<file path="src/rtl/odd_pkg.sv">
// Shared types and default constants for the odd-sequence count checker.
package odd_pkg;

  // Default parameter values for the checker.
  localparam int unsigned DEF_WIDTH    = 32;
  localparam int unsigned DEF_LOCK_CNT = 4;
  localparam int unsigned DEF_ERR_W    = 16;

  // The good-sample counter only has to reach LOCK_CNT, which is at most 15.
  localparam int unsigned GOOD_CNT_W = 4;

  // Lock-acquisition state machine.
  typedef enum logic [1:0] {
    HUNT   = 2'd0,
    SYNC   = 2'd1,
    LOCKED = 2'd2
  } odd_state_e;

endpackage : odd_pkg

</file>
<file path="src/rtl/odd_err_counter.sv">
// Saturating error counter with sticky flag and synchronous clear.
// A new error in the same cycle as a clear wins: the count restarts at 1.
module odd_err_counter
  import odd_pkg::*;
#(
  parameter int unsigned ERR_W = DEF_ERR_W
) (
  input  logic             clk,
  input  logic             rst_n,
  input  logic             clear,
  input  logic             inc,
  output logic             sticky,
  output logic [ERR_W-1:0] count
);

  logic             sticky_q, sticky_d;
  logic [ERR_W-1:0] count_q,  count_d;

  // Next-state: increment (saturating) or restart at 1 on error, else clear.
  always_comb begin
    sticky_d = sticky_q;
    count_d  = count_q;
    if (inc) begin
      sticky_d = 1'b1;
      if (clear) begin
        count_d = ERR_W'(1);
      end else if (count_q != {ERR_W{1'b1}}) begin
        count_d = count_q + ERR_W'(1);
      end
    end else if (clear) begin
      sticky_d = 1'b0;
      count_d  = '0;
    end
  end

  // Counter registers with asynchronous reset.
  always_ff @(posedge clk or negedge rst_n) begin
    if (!rst_n) begin
      sticky_q <= 1'b0;
      count_q  <= '0;
    end else begin
      sticky_q <= sticky_d;
      count_q  <= count_d;
    end
  end

  assign sticky = sticky_q;
  assign count  = count_q;

endmodule : odd_err_counter

</file>
<file path="config.mk">
export PLATFORM = sky130hd
export DESIGN_NAME = odd_err_counter
export DESIGN_NICKNAME = d
export VERILOG_FILES = /design/src/rtl/odd_pkg.sv /design/src/rtl/odd_err_counter.sv
export SDC_FILE = /design/constraint.sdc
export NUM_CORES = 1
export LEC_CHECK = 0
export ABC_CLOCK_PERIOD_IN_PS = 2500
export BUFFER_PORTS_ARGS = -buffer_cell sky130_fd_sc_hd__buf_4
export CAP_MARGIN = 25
export CORE_MARGIN = 5
export CORE_UTILIZATION = 53
export CTS_BUF_LIST = sky130_fd_sc_hd__clkbuf_2
export CTS_CLUSTER_SIZE = 30
export DETAILED_ROUTE_END_ITERATION = 6
export HOLD_SLACK_MARGIN = 0.03
export PLACE_DENSITY = 0.78
export SYNTH_ARGS = -nofsm -noshare
export SYNTH_HDL_FRONTEND = slang
export SYNTH_SLANG_ARGS = --single-unit
</file>
<file path="constraint.sdc">
create_clock -name clk -period 2.5 [get_ports clk]
set_input_delay 0.75 -clock clk [delete_from_list [all_inputs] [get_ports clk]]
set_output_delay 0.75 -clock clk [all_outputs]
set_load 0.005 [all_outputs]
</file>
==> impl_metrics.tcl, run 1 <==
set metrics [dict create \
    outcome "finished clean" \
    grt_pass1_wl_mm 3.63 \
    drive_gt1_share_pct 26.5 \
    viasPerCell 5.73 \
    ys_seq_area_share_pct 45.2 \
    syn_nets 101 \
    timing.fmax_mhz 531 \
    avgSynthCellArea_um2 9.80 \
    final_cell_mix "buf_4, dfrtp_1, o21ai_0" \
    die_w_um 52.1 \
    areaGrowthSynthToFinish_pct 19.9 \
    rr_startpoint "count[1]" \
    grt-busiest-layer "met2" \
    post_cts_buffers 0 \
    cts_resized 0 \
    antenna_found_initial 0 \
    grt_max_degree 18 \
    drc 0 \
    start_util_pct 55.1 \
    p_sw_uw 115 \
    final_cell_area_mm2 0.00113 \
    die_area_mm2 0.00272 \
    path_max_fanout 14 \
    dp_hpwl_mm 1.55 \
    multi_input_area_um2 494 \
    r2r_end "count[1]" \
    vias 814 \
    arrival_ps 2080 \
    irDropWorstVdd_mv 0.288 \
    path_clk_slew_ps 160 \
    cts_root_buffer "clkbuf_2" \
    cts_buffers 3 \
    diodes 0 \
    globalRouteMet2Util_pct 27.4 \
    min_path_type "primary input to asynchronous set/reset pin" \
    p_per_area_mw_per_mm2 403 \
    synth_area_um2 941 \
    cts_sinks 17 \
    drt_pass1_iterations 4 \
    postPlaceCellArea_mm2 0.00111 \
    grt_pass1_vias 792 \
    yosys_warnings 0 \
    timing.final.crit_share_pct 75.3 \
    clkPwrFrac_pct 27.9 \
    synth-seq-cells 17 \
    insertion_delay_ps 290 \
    hold_viol 0 \
    slew_viol_final 0 \
    setup_viol 0 \
    hold_ws_ps 276 \
    power.internal_uw 340 \
    core-area_mm2 0.00171 \
    met1_usage_pct 24.5 \
    reg2reg_slack_ps 620 \
    cts_tree "yes" \
    swShare_pct 25.3 \
    port_buffers 20 \
    max-cap-violations 0 \
    rr_worst_depth 5 \
    routedWlPerCell_um 14.9 \
    p_total_uw 455 \
    nNetsFinal 123 \
    routabilityCongestion 0.871 \
    skew_ps 7.29 \
    start_kind "flip-flop" \
    worst_slew_pin_slew_ps 345 \
    clk_path_buf_depth 2 \
    seqCellArea_um2 425 \
    final.min_clock_period_ps 1880 \
    layout_commonest_cell "buf_4" \
    crit_type "flip-flop to flip-flop" \
    crit_required_ps 2700 \
    tns_ps 0 \
    grt.met3_usage_pct 2.87 \
    totalWireLength_mm 2.11 \
    rsz0062_at_grt "false" \
    ctsHoldBuffers 0 \
    combPwrFrac_pct 8.6 \
    htree_levels 1 \
    cp-end-kind "flip-flop" \
    seq_power_share_pct 63.5 \
    die_h_um 52.1 \
    drt_iter0_markers 20 \
    max-slew-margin-rel_pct 76.8 \
    rows 15 \
    ioPinCount 21 \
    leakagePower_nw 0.520 \
    fillerInstances 154 \
    antenna_left 0 \
    overflow 0 \
    syn_inst 96 \
    gr-usage-all-layers_pct 17.8 \
    ys_types 33 \
]
cells by family after synthesis:
kind of cell               Yosys count  share of synthesized area (%)
xor gates and xnor gates            11                           10.2
and+or+nand+nor                     43                           28.2
DFF                                 17                           45.2
buffers and inverters                5                           2.26
adders and majority gates            1                           1.33
AOI/OAI and AO/OA                   17                           10.6
muxes                                2                           2.13
cells in the mapped netlist:
cell type / number / area, um2
ha_1: 1 / 12.5
nand2_2: 1 / 6.26
o21ai_1: 1 / 5.00
and4_2: 1 / 10.0
o21ai_2: 1 / 8.76
nand2_1: 5 / 18.8
and3b_1: 1 / 8.76
nor2_1: 4 / 15.0
xnor2_1: 5 / 43.8
nor4_1: 3 / 18.8
nand2b_1: 1 / 6.26
and4b_1: 1 / 10.0
nand3_2: 1 / 10.0
a21o_1: 1 / 7.51
buf_2: 2 / 10.0
nand3_1: 7 / 35.0
a311oi_1: 1 / 8.76
xor2_1: 6 / 52.6
and2_1: 2 / 12.5
nor3_1: 2 / 10.0
a21oi_1: 2 / 10.0
dfrtp_1: 17 / 425
and4_1: 1 / 8.76
nand4_1: 5 / 31.3
nor3_2: 2 / 20.0
nor2b_1: 1 / 6.26
clkbuf_1: 1 / 3.75
and3_1: 4 / 25.0
nand4_2: 1 / 12.5
o21ai_0: 10 / 50.1
a221o_1: 1 / 10.0
inv_1: 2 / 7.51
mux2i_1: 2 / 20.0
worst max-delay path: stages (launching register included):
cell and delay [ps]:
dfrtp_1 490, ha_1 270, nand4_2 170, nor3_2 290
nand2_2 220, a221o_1 350
area by class of cell:
| class | count | share of cell area [%] |
|---|---|---|
| timing repair buffer | 20 | 13.3 |
| multi-input combinational | 74 | 43.8 |
| inverter | 2 | 0.665 |
| tap | 25 | 2.77 |
| sequential | 17 | 37.7 |
| clock buffer | 4 | 1.77 |
per-stage QoR:
| stage | setup slack, ps | std cells | utilization [%] |
|---|---|---|---|
| floorplan | 946 | 96 | - |
| global placement | 610 | 138 | 64.9 |
| detailed placement | 518 | 138 | 64.9 |
| CTS | 640 | 142 | 66.1 |
| global route | 487 | 142 | 66.1 |
| finish | 618 | 142 | 66.1 |
worst max path at each step:
stage | slack [ps] | end | start
2_1_floorplan | 950 | count[1] | clear
4_1_cts | 640 | count[0] | count[1]
5_1_grt | 490 | count[0] | count[1]
3_5_place_dp | 520 | count[1] | clear
3_3_place_gp | 610 | count[1] | clear
6_report | 620 | count[1] | count[1]
power by group through the flow:
stage | clock network, mW | registers (mW) | logic (mW)
2_1_floorplan | 0 | 0.292 | 0.0174
3_3_place_gp | 0 | 0.293 | 0.0388
3_5_place_dp | 0 | 0.293 | 0.0399
4_1_cts | 0.129 | 0.288 | 0.0400
5_1_grt | 0.141 | 0.290 | 0.0446
6_report | 0.127 | 0.289 | 0.0392
sequential cells by signal, summed over array words and instances, names as in the netlist:
register / flops
count: 16
sticky: 1
routing by layer:
layer / vias up / part of all wire (%)
met1: 396 / 47
met5: - / 0
met3: 8 / 2.9
met2: 19 / 48
li1: 391 / -
met4: 0 / 2.1
Note: power is estimated with default switching activity, not from simulation.
==> inputs of run 2 (changes only) <==
--- a/config.mk
+++ b/config.mk
@@ -5,16 +5,16 @@
 export SDC_FILE = /design/constraint.sdc
 export NUM_CORES = 1
 export LEC_CHECK = 0
-export ABC_CLOCK_PERIOD_IN_PS = 2500
+export ABC_CLOCK_PERIOD_IN_PS = 1700
 export BUFFER_PORTS_ARGS = -buffer_cell sky130_fd_sc_hd__buf_4
 export CAP_MARGIN = 25
 export CORE_MARGIN = 5
-export CORE_UTILIZATION = 53
+export CORE_UTILIZATION = 49
 export CTS_BUF_LIST = sky130_fd_sc_hd__clkbuf_2
 export CTS_CLUSTER_SIZE = 30
 export DETAILED_ROUTE_END_ITERATION = 6
 export HOLD_SLACK_MARGIN = 0.03
-export PLACE_DENSITY = 0.78
+export PLACE_DENSITY = 0.76
 export SYNTH_ARGS = -nofsm -noshare
 export SYNTH_HDL_FRONTEND = slang
 export SYNTH_SLANG_ARGS = --single-unit
==> constraint.sdc (replaced) <==
create_clock -name clk -period 1.7 [get_ports clk]
set_input_delay 0.51 -clock clk [delete_from_list [all_inputs] [get_ports clk]]
set_output_delay 0.51 -clock clk [all_outputs]
set_load 0.005 [all_outputs]
==> impl_metrics.tcl, run 2 (synthesized netlist as in run 1, its figures left out) <==
set metrics [dict create \
    outcome "finished clean" \
    post_cts_buffers 0 \
    viasPerCell 5.65 \
    hold_start "clear" \
    rr_startpoint "count[1]" \
    timing.final.crit_share_pct 91.4 \
    timing.fmax_mhz 644 \
    final_cell_area_mm2 0.00118 \
    antenna_found_initial 0 \
    port_buffers 20 \
    grt_pass1_vias 813 \
    nNetsFinal 130 \
    final_cell_mix "buf_4, dfrtp_1, o21ai_0" \
    startpoint "count[1]" \
    die_h_um 53.8 \
    clk_path_buf_depth 2 \
    swShare_pct 25.1 \
    met1_usage_pct 23.7 \
    path_clk_slew_ps 160 \
    rows 15 \
    worst_slew_pin_slew_ps 321 \
    routedWlPerCell_um 14.4 \
    drt_pass1_iterations 4 \
    dp_hpwl_mm 1.63 \
    totalWireLength_mm 2.15 \
    p_sw_uw 171 \
    grt-busiest-layer "met2" \
    leakagePower_nw 0.553 \
    power.internal_uw 511 \
    antenna_left 0 \
    ioPinCount 21 \
    irDropWorstVdd_mv 0.425 \
    ctsHoldBuffers 0 \
    globalRouteMet2Util_pct 29.8 \
    max-slew-margin-rel_pct 78.4 \
    tns_ps 0 \
    routabilityCongestion 0.877 \
    grt.met3_usage_pct 1.94 \
    drc 0 \
    drt_iter0_markers 16 \
    overflow 0 \
    core-area_mm2 0.00178 \
    vias 842 \
    grt_pass1_wl_mm 3.75 \
    min_path_type "primary input to flip-flop" \
    max-cap-violations 0 \
    arrival_ps 1740 \
    areaGrowthSynthToFinish_pct 25.8 \
    gr-usage-all-layers_pct 17.7 \
    crit_type "flip-flop to flip-flop" \
    die_area_mm2 0.00290 \
    drive_gt1_share_pct 29.8 \
    rsz0062_at_grt "false" \
    seq_power_share_pct 61.4 \
    hold_viol 0 \
    fillerInstances 156 \
    cts_buffers 3 \
    layout_commonest_cell "buf_4" \
    htree_levels 1 \
    cp-end-kind "flip-flop" \
    cts_sinks 17 \
    diodes 0 \
    die_w_um 53.8 \
    start_util_pct 52.8 \
    combPwrFrac_pct 11.2 \
    final.min_clock_period_ps 1550 \
    postPlaceCellArea_mm2 0.00115 \
    path_max_fanout 4 \
    cts_tree "yes" \
    largest_register_ffs 16 \
    setup_viol 0 \
    insertion_delay_ps 290 \
    crit_required_ps 1890 \
    grt_max_degree 18 \
    fin_util_pct 66.4 \
    slew_viol_final 0 \
    cts_root_buffer "clkbuf_2" \
    clkPwrFrac_pct 27.4 \
    p_per_area_mw_per_mm2 576 \
    skew_ps 7.44 \
    cts_resized 0 \
    start_kind "flip-flop" \
]
## run 2: path summary, 6_finish.rpt
path,endpoint,slack (ps),cells past startpoint
setup / recovery,count[1],150,5
hold / removal,count[6],470,2
setup reg to reg,count[1],150,5
hold reg to reg,sticky,510,1
max in group asynchronous,count[0],920,2
min in group asynchronous,count[10],590,2
## run 2: cell type report
| cell class | count | area, um2 | share of cell area (%) |
|---|---|---|---|
| flip-flops and latches | 17 | 425 | 35.9 |
| well taps | 25 | 31.3 | 2.64 |
| inverters | 2 | 7.51 | 0.634 |
| multi-input cells | 74 | 494 | 41.8 |
| clock buffers | 4 | 20.0 | 1.69 |
| repair buffers | 27 | 205 | 17.3 |
## run 2: per-stage QoR
step                hold slack (ps)  power (mW)  std cells  worst slack [ps]
CTS                            43.6       0.688        148               143
detailed placement              386       0.502        144               127
floorplan                       214       0.455         96               186
finish                          469       0.682        149               147
global placement                385       0.499        144               131
global route                    455       0.727        149              43.0
## run 2: power by group through the flow
stage          Combinational (mW)  Sequential [mW]  Clock, mW
2_1_floorplan              0.0256            0.429          0
3_3_place_gp               0.0732            0.426          0
3_5_place_dp               0.0754            0.426          0
4_1_cts                    0.0759            0.419      0.194
5_1_grt                    0.0860            0.420      0.220
6_report                   0.0761            0.419      0.187
## run 2: critical path: stages (launching register included)
cell and delay, ps:
dfrtp_1 390, ha_1 220, nand4_2 150, nor3_2 280, nand2_2 100, a221o_1 310
## run 2: routing by layer
| layer | wire length (um) | vias to the layer above |
|---|---|---|
| li1 | - | 406 |
| met1 | 969 | 410 |
| met2 | 1040 | 22 |
| met3 | 111 | 4 |
| met4 | 25 | 0 |
| met5 | 0 | - |
